File: src/rtl/crc_slave.sv
// crc_slave: memory-mapped slave around a bit-serial CRC generator.
// The host writes a message word, starts a computation, polls the status
// register, then reads back the codeword {message, CRC remainder}.
// The engine processes one augmented message bit per clock.
//
// Ports:
//   clk             in   1           single rising-edge clock
//   reset           in   1           synchronous, active-high
//   addr            in   2           register select
//   cs              in   1           chip select, qualifies read/write
//   write           in   1           write strobe
//   read            in   1           read strobe
//   write_data      in   DATA_WIDTH  write data
//   read_data       out  DATA_WIDTH  registered read data
//   read_data_valid out  1           one-cycle pulse after an accepted read
//   wait_req        out  1           engine busy; writes are ignored
//
// Register map:
//   addr0  W: DATA             R: DATA
//   addr1  W: DATA and start   R: RESULT
//   addr2  W: ignored          R: {0.., done, busy}
//   addr3  W: ignored          R: RESULT[CRC_WIDTH-1:0] zero-extended
module crc_slave #(
    parameter int unsigned          DATA_WIDTH = 32,
    parameter int unsigned          CRC_WIDTH  = 3,
    parameter logic [CRC_WIDTH-1:0] POLYNOMIAL = 3'h3
) (
    input  logic                  clk,
    input  logic                  reset,
    input  logic [1:0]            addr,
    input  logic                  cs,
    input  logic                  write,
    input  logic                  read,
    input  logic [DATA_WIDTH-1:0] write_data,
    output logic [DATA_WIDTH-1:0] read_data,
    output logic                  read_data_valid,
    output logic                  wait_req
);

    localparam int unsigned COUNTER_WIDTH  = $clog2(DATA_WIDTH) + 1;
    localparam int unsigned LSB_DATA_WIDTH = DATA_WIDTH - CRC_WIDTH;
    localparam logic [COUNTER_WIDTH-1:0] LAST_BIT = COUNTER_WIDTH'(DATA_WIDTH - 1);

    localparam logic [1:0] ADDR_DATA   = 2'd0;
    localparam logic [1:0] ADDR_START  = 2'd1;
    localparam logic [1:0] ADDR_STATUS = 2'd2;
    localparam logic [1:0] ADDR_CRC    = 2'd3;

    typedef enum logic {
        IDLE  = 1'b0,
        SHIFT = 1'b1
    } state_t;

    // State and datapath registers
    state_t                   r_state;
    logic [DATA_WIDTH-1:0]    r_data;
    logic [DATA_WIDTH-1:0]    r_result;
    logic [DATA_WIDTH-1:0]    r_shift;
    logic [CRC_WIDTH-1:0]     r_rem;
    logic [COUNTER_WIDTH-1:0] r_count;
    logic                     r_done;
    logic                     r_wait_req;
    logic [DATA_WIDTH-1:0]    r_read_data;
    logic                     r_read_data_valid;

    // Next-state values
    state_t                   w_state_nxt;
    logic [DATA_WIDTH-1:0]    w_data_nxt;
    logic [DATA_WIDTH-1:0]    w_result_nxt;
    logic [DATA_WIDTH-1:0]    w_shift_nxt;
    logic [CRC_WIDTH-1:0]     w_rem_nxt;
    logic [COUNTER_WIDTH-1:0] w_count_nxt;
    logic                     w_done_nxt;
    logic                     w_wait_req_nxt;
    logic [DATA_WIDTH-1:0]    w_read_data_nxt;
    logic                     w_read_data_valid_nxt;

    // Bus decode and one step of the remainder update
    logic                     w_write_ok;
    logic                     w_read_ok;
    logic                     w_load;
    logic                     w_start;
    logic                     w_busy;
    logic                     w_fb;
    logic [CRC_WIDTH-1:0]     w_rem_step;
    logic [DATA_WIDTH-1:0]    w_status;

    assign w_write_ok = cs & write & ~r_wait_req;
    assign w_read_ok  = cs & read;
    assign w_load     = w_write_ok & ((addr == ADDR_DATA) | (addr == ADDR_START));
    assign w_start    = w_write_ok & (addr == ADDR_START) & (r_state == IDLE);
    assign w_busy     = (r_state == SHIFT);
    assign w_status   = {{(DATA_WIDTH-2){1'b0}}, r_done, w_busy};

    // Remainder shifts in the next augmented bit; feedback folds in the generator
    assign w_fb       = r_rem[CRC_WIDTH-1];
    assign w_rem_step = {r_rem[CRC_WIDTH-2:0], r_shift[DATA_WIDTH-1]}
                        ^ (w_fb ? POLYNOMIAL : {CRC_WIDTH{1'b0}});

    // Next-state and datapath logic
    always_comb begin
        w_state_nxt           = r_state;
        w_data_nxt            = r_data;
        w_result_nxt          = r_result;
        w_shift_nxt           = r_shift;
        w_rem_nxt             = r_rem;
        w_count_nxt           = r_count;
        w_done_nxt            = r_done;
        w_wait_req_nxt        = r_wait_req;
        w_read_data_nxt       = r_read_data;
        w_read_data_valid_nxt = w_read_ok;

        if (w_load) begin
            w_data_nxt = write_data;
        end

        case (r_state)
            IDLE: begin
                if (w_start) begin
                    w_state_nxt    = SHIFT;
                    w_done_nxt     = 1'b0;
                    w_shift_nxt    = {write_data[LSB_DATA_WIDTH-1:0], {CRC_WIDTH{1'b0}}};
                    w_rem_nxt      = {CRC_WIDTH{1'b0}};
                    w_count_nxt    = {COUNTER_WIDTH{1'b0}};
                    w_wait_req_nxt = 1'b1;
                end
            end
            SHIFT: begin
                w_shift_nxt = {r_shift[DATA_WIDTH-2:0], 1'b0};
                w_rem_nxt   = w_rem_step;
                w_count_nxt = r_count + COUNTER_WIDTH'(1);
                if (r_count == LAST_BIT) begin
                    // DATA cannot change while busy, so it still holds the message
                    w_state_nxt    = IDLE;
                    w_result_nxt   = {r_data[LSB_DATA_WIDTH-1:0], w_rem_step};
                    w_done_nxt     = 1'b1;
                    w_wait_req_nxt = 1'b0;
                end
            end
            default: begin
                w_state_nxt = IDLE;
            end
        endcase

        // Reads sample the pre-write register contents
        if (w_read_ok) begin
            case (addr)
                ADDR_DATA:   w_read_data_nxt = r_data;
                ADDR_START:  w_read_data_nxt = r_result;
                ADDR_STATUS: w_read_data_nxt = w_status;
                ADDR_CRC:    w_read_data_nxt = DATA_WIDTH'(r_result[CRC_WIDTH-1:0]);
                default:     w_read_data_nxt = {DATA_WIDTH{1'b0}};
            endcase
        end
    end

    // Register update with synchronous reset
    always_ff @(posedge clk) begin
        if (reset) begin
            r_state           <= IDLE;
            r_data            <= {DATA_WIDTH{1'b0}};
            r_result          <= {DATA_WIDTH{1'b0}};
            r_shift           <= {DATA_WIDTH{1'b0}};
            r_rem             <= {CRC_WIDTH{1'b0}};
            r_count           <= {COUNTER_WIDTH{1'b0}};
            r_done            <= 1'b0;
            r_wait_req        <= 1'b0;
            r_read_data       <= {DATA_WIDTH{1'b0}};
            r_read_data_valid <= 1'b0;
        end else begin
            r_state           <= w_state_nxt;
            r_data            <= w_data_nxt;
            r_result          <= w_result_nxt;
            r_shift           <= w_shift_nxt;
            r_rem             <= w_rem_nxt;
            r_count           <= w_count_nxt;
            r_done            <= w_done_nxt;
            r_wait_req        <= w_wait_req_nxt;
            r_read_data       <= w_read_data_nxt;
            r_read_data_valid <= w_read_data_valid_nxt;
        end
    end

    assign read_data       = r_read_data;
    assign read_data_valid = r_read_data_valid;
    assign wait_req        = r_wait_req;

endmodule

File: config.mk
export PLATFORM = sky130hd
export DESIGN_NAME = crc_slave
export DESIGN_NICKNAME = d
export VERILOG_FILES = /design/src/rtl/crc_slave.sv
export SDC_FILE = /design/constraint.sdc
export NUM_CORES = 1
export LEC_CHECK = 0
export ABC_CLOCK_PERIOD_IN_PS = 3300
export CORE_MARGIN = 2
export CORE_UTILIZATION = 30
export CTS_CLUSTER_SIZE = 30
export DETAILED_ROUTE_END_ITERATION = 6
export GPL_TIMING_DRIVEN = 0
export REMOVE_ABC_BUFFERS = 1
export SETUP_SLACK_MARGIN = 0.4
export SKIP_LAST_GASP = 1
export SYNTH_ARGS = -nofsm -noshare
export SYNTH_HDL_FRONTEND = slang
export SYNTH_SLANG_ARGS = --single-unit
File: constraint.sdc
create_clock -name clk -period 3.3 [get_ports clk]
set_input_delay 0.66 -clock clk [delete_from_list [all_inputs] [get_ports clk]]
set_output_delay 0.66 -clock clk [all_outputs]
set_load 0.03 [all_outputs]
==> flow_summary.html <==
<table>
<tr><th>Metric</th><th>Value</th></tr>
<tr><th colspan="2">Pwr</th></tr>
<tr><td>Fraction of power spent switching nets</td><td>0.2213</td></tr>
<tr><td>Peak ir drop on the vdd network</td><td>0.2568 mV</td></tr>
<tr><td>P per Cell Area</td><td>554.4 nW/um^2</td></tr>
<tr><td>Total net switching power</td><td>0.8822 mW</td></tr>
<tr><td>Clock network fraction of design power</td><td>0.504</td></tr>
<tr><td>Pleak</td><td>2.427 nW</td></tr>
<tr><td>Combinational power share</td><td>0.063</td></tr>
<tr><td>Total Power</td><td>3.988 mW</td></tr>
<tr><td>Sequential Power Share</td><td>0.433</td></tr>
<tr><td>Internal power consumption</td><td>3.105 mW</td></tr>
<tr><th colspan="2">Die</th></tr>
<tr><td>Number of standard-cell rows in the floorplan</td><td>50</td></tr>
<tr><td>Die Outline Area</td><td>20090 um^2</td></tr>
<tr><td>Core Footprint</td><td>18640 um^2</td></tr>
<tr><td>DIE HEIGHT</td><td>141.8 um</td></tr>
<tr><td>Width of the die</td><td>141.8 um</td></tr>
<tr><td>Starting Density</td><td>0.3054</td></tr>
<tr><td># IOs</td><td>73</td></tr>
<tr><th colspan="2">Job</th></tr>
<tr><td>Reported max-cap violation count</td><td>0</td></tr>
<tr><th colspan="2">Global route</th></tr>
<tr><td>Antenna violations before repair</td><td>1</td></tr>
<tr><td>Sum of overflow across all layers after global routing</td><td>0</td></tr>
<tr><td>Fraction of met3 tracks used by global routing</td><td>0.04286</td></tr>
<tr><td>Vias in the first global route</td><td>4710</td></tr>
<tr><td>Largest net degree at the start of global routing</td><td>86</td></tr>
<tr><td>Overall track demand over capacity in global routing</td><td>0.1570</td></tr>
<tr><td>Layer with the highest usage after global routing</td><td>met2</td></tr>
<tr><td>Met1 layer usage reported by global route</td><td>0.2074</td></tr>
<tr><td>Global-route wire length before repair</td><td>25110 um</td></tr>
<tr><td>Met2 capacity usage during global routing</td><td>0.2511</td></tr>
<tr><th colspan="2">Clock network</th></tr>
<tr><td>Total clock buffers created by CTS</td><td>17</td></tr>
<tr><td>Later-pin clock latency in the skew report</td><td>0.41 ns</td></tr>
<tr><td>Total number of H-tree levels</td><td>4</td></tr>
<tr><td>Count of hold buffers inserted by post-cts repair</td><td>0</td></tr>
<tr><td>CTS root buffer</td><td>sky130_fd_sc_hd__clkbuf_16</td></tr>
<tr><td>Clock tree buffer depth</td><td>2</td></tr>
<tr><td>Post-CTS setup repair buffer count</td><td>0</td></tr>
<tr><td>Clock net sink count</td><td>138</td></tr>
<tr><td>Clock transition at the registers of the reported paths</td><td>0.06 ns</td></tr>
<tr><td>Cts repair resizes</td><td>0</td></tr>
<tr><td>Clock tree from TritonCTS</td><td>yes</td></tr>
<tr><th colspan="2">Min path</th></tr>
<tr><td>Hold Path Cell Cnt</td><td>2</td></tr>
<tr><td>Class of the worst hold path</td><td>register to register</td></tr>
<tr><th colspan="2">Place</th></tr>
<tr><td>Worst Setup Slack post-DPL</td><td>0.1906 ns</td></tr>
<tr><td>Cells after DPL</td><td>912</td></tr>
<tr><td>Detailed placer's ending HPWL</td><td>8992 um</td></tr>
<tr><td>Final weighted congestion in routability-driven placement</td><td>0.7079</td></tr>
<tr><td>Number of input and output port buffers inserted</td><td>72</td></tr>
<tr><td>Total placed instance area</td><td>6545 um^2</td></tr>
<tr><th colspan="2">Timing</th></tr>
<tr><td>Transition time at the pin with the least slew margin</td><td>1.279 ns</td></tr>
<tr><td>Min Tclk post-route</td><td>2.321 ns</td></tr>
<tr><td>Count of final max-slew check failures</td><td>0</td></tr>
<tr><td>Worst relative slew slack</td><td>0.1453</td></tr>
<tr><td>Hold Fails Final Rpt</td><td>0</td></tr>
<tr><td>Final critical-path setup slack</td><td>0.9791 ns</td></tr>
<tr><td>Setup violation total in the final timing report</td><td>0</td></tr>
<tr><td>Clk_skew</td><td>0.008972 ns</td></tr>
<tr><td>Unrepaired setup endpoints after global routing</td><td>false</td></tr>
<tr><td>Final period util</td><td>0.7033</td></tr>
<tr><td>Fmax achieved</td><td>430.9 MHz</td></tr>
<tr><td>Final total negative setup slack</td><td>0 ns</td></tr>
<tr><td>Worst slack on hold paths</td><td>0.4525 ns</td></tr>
<tr><th colspan="2">Cells and area</th></tr>
<tr><td>Share of the core filled with cells in the final layout</td><td>0.3858</td></tr>
<tr><td>Number of nets at the end of the flow</td><td>738</td></tr>
<tr><td>Layout cells sized above 1</td><td>0.1085</td></tr>
<tr><td>Number of diodes added for antenna fixing</td><td>0</td></tr>
<tr><td>Layout Cell Area excl Fill</td><td>7192 um^2</td></tr>
<tr><td>Most common cell after layout, fill and taps aside</td><td>sky130_fd_sc_hd__dfxtp_1</td></tr>
<tr><td>Number of standard cells in the final layout excluding fillers</td><td>944</td></tr>
<tr><td>Signed area change from the synthesized netlist to the final layout</td><td>26.33%</td></tr>
<tr><td>Most used cells in the layout excluding fill and tap cells</td><td>sky130_fd_sc_hd__dfxtp_1 (138), sky130_fd_sc_hd__a21oi_1 (77), sky130_fd_sc_hd__nand2_1 (74), sky130_fd_sc_hd__clkdlybuf4s50_1 (70), sky130_fd_sc_hd__nand3_1 (62)</td></tr>
<tr><th colspan="2">Logic synthesis</th></tr>
<tr><td>Number of enable-type register cells in the synthesized netlist</td><td>0</td></tr>
<tr><td>Mean instance size in the synthesized netlist</td><td>8.510 um^2</td></tr>
<tr><td>Adder-Cell Fraction of Synth Area</td><td>0.002198</td></tr>
<tr><td>Multiplexer area fraction after synthesis</td><td>0.06088</td></tr>
<tr><td>Register bit total from synthesis</td><td>138</td></tr>
<tr><td>Synth Area in Compound Gates</td><td>0.2224</td></tr>
<tr><td>Post-synth design cell area</td><td>5693 um^2</td></tr>
<tr><td>Library cells used by synthesis</td><td>39</td></tr>
<tr><td>Portion of synthesized cell area occupied by the leading cell type</td><td>0.4853</td></tr>
<tr><td>Post-synth top flop</td><td>sky130_fd_sc_hd__dfxtp_1</td></tr>
<tr><td>Simple-gate share of the synthesized area</td><td>0.1657</td></tr>
<tr><td>Part of the Yosys area used for sequential elements</td><td>0.4853</td></tr>
<tr><td>Post-synthesis cell count</td><td>669</td></tr>
<tr><td>Synth warn</td><td>0</td></tr>
<tr><td>Async SR Flop Fraction</td><td>0</td></tr>
<tr><td>Post-synth top area cell</td><td>sky130_fd_sc_hd__dfxtp_1</td></tr>
<tr><td>Biggest area contributors in the synthesized netlist</td><td>sky130_fd_sc_hd__dfxtp_1 (49%), sky130_fd_sc_hd__a21oi_1 (6.8%), sky130_fd_sc_hd__mux2_2 (5.7%)</td></tr>
<tr><td>Synthesized-area fraction occupied by xor and xnor cells</td><td>0.006154</td></tr>
<tr><td>Combinational family with the most area after synthesis</td><td>compound AO/OA/AOI/OAI gates</td></tr>
<tr><th colspan="2">Critical path</th></tr>
<tr><td>WP data arrival</td><td>2.59 ns</td></tr>
<tr><td>Depth of the most critical reg-to-reg path</td><td>4</td></tr>
<tr><td>Master of the slowest instance on the critical path</td><td>sky130_fd_sc_hd__nand4bb_4</td></tr>
<tr><td>Element type at the critical path start</td><td>input port</td></tr>
<tr><td>Kind of end point of the critical path</td><td>register</td></tr>
<tr><td>Start-to-end type of the worst setup path</td><td>input port to register</td></tr>
<tr><td>Series of cell instances along the critical path</td><td>clkdlybuf4s50_1, nand4bb_4, buf_12, o21ai_0, a311oi_1</td></tr>
<tr><td>Highest net fanout along the worst path</td><td>37</td></tr>
<tr><td>Slowest Stage Delay on Critical Path</td><td>0.67 ns</td></tr>
<tr><td>Required time reported for the critical path endpoint</td><td>3.57 ns</td></tr>
<tr><th colspan="2">Detailed routing</th></tr>
<tr><td>Starting DRT DRC Count</td><td>533</td></tr>
<tr><td>Final antenna-violating net count</td><td>0</td></tr>
<tr><td>Residual DRC count</td><td>0</td></tr>
<tr><td>Detailed-route wire length per cell</td><td>16.38 um</td></tr>
<tr><td>Post-Route WL</td><td>15460 um</td></tr>
<tr><td>Average via count per standard cell</td><td>5.255</td></tr>
<tr><td>Number of vias in the routed layout</td><td>4961</td></tr>
<tr><td>DR pass1 iterations</td><td>5</td></tr>
<tr><th colspan="2">Outcome</th></tr>
<tr><td>Outcome</td><td>complete, no violations</td></tr>
</table>
[registers in the layout (all words and copies together), names as in the netlist]
| register | flops |
|---|---|
| r_data | 32 |
| r_shift | 29 |
| r_rem | 3 |
| wait_req | 1 |
| r_result | 32 |
| r_state | 1 |
| r_count | 6 |
| r_done | 1 |
| read_data | 32 |
| read_data_valid | 1 |
[synth_stat cells, types with 3 or more instances]
| master | n |
|---|---|
| sky130_fd_sc_hd__a311oi_1 | 28 |
| sky130_fd_sc_hd__nor2_1 | 59 |
| sky130_fd_sc_hd__nand2_1 | 74 |
| sky130_fd_sc_hd__o211ai_1 | 7 |
| sky130_fd_sc_hd__buf_6 | 3 |
| sky130_fd_sc_hd__buf_2 | 20 |
| sky130_fd_sc_hd__xor2_1 | 4 |
| sky130_fd_sc_hd__mux2_2 | 29 |
| sky130_fd_sc_hd__clkbuf_1 | 41 |
| sky130_fd_sc_hd__dfxtp_1 | 138 |
| sky130_fd_sc_hd__nor3_1 | 5 |
| sky130_fd_sc_hd__o21ai_0 | 61 |
| sky130_fd_sc_hd__a22oi_1 | 29 |
| sky130_fd_sc_hd__nand3_1 | 62 |
| sky130_fd_sc_hd__a21oi_1 | 77 |
[per-layer routing]
metal | vias up | wire length (um)
met4 | 2 | 128
met1 | 2408 | 7311
met3 | 13 | 667
met5 | - | 13
met2 | 89 | 7340
li1 | 2449 | -
[critical path: cells and delay by family]
family / cells / cell delay (ns)
buffers and inverters: 2 / 0.92
AOI/OAI and AO/OA: 2 / 0.31
and+or+nand+nor: 1 / 0.67
[power by group through the flow]
stage	logic, mW	clock network [mW]	registers [mW]
global placement	0.238	0	1.76
detailed placement	0.249	0	1.76
global route	0.274	2.12	1.73
finish	0.251	2.01	1.73
floorplan	0.0936	0	1.76
CTS	0.250	2.04	1.73
[final cells by class]
cell class / instances / area, um^2
Sequential cell: 138 / 2763
Inverter: 3 / 11.26
Tap cell: 234 / 292.8
Clock inverter: 12 / 172.7
Clock buffer: 19 / 452.9
Fill cell: 1877 / 11450
Multi-Input combinational cell: 459 / 2624
Timing Repair Buffer: 79 / 875.8
[logic make-up after synthesis]
group,count (synthesis)
compound gates,209
fa+ha+maj,1
flops,138
simple gates,214
buf+inv,72
mux,31
xor+xnor,4
[final timing paths]
check,start,endpoint,slack [ns]
max reg2reg,r_state,r_result[27],0.99
min,r_data[29],r_data[29],0.45
max,addr[1],r_shift[29],0.98
min reg2reg,r_data[29],r_data[29],0.45
Note: power is estimated with default switching activity, not from simulation.
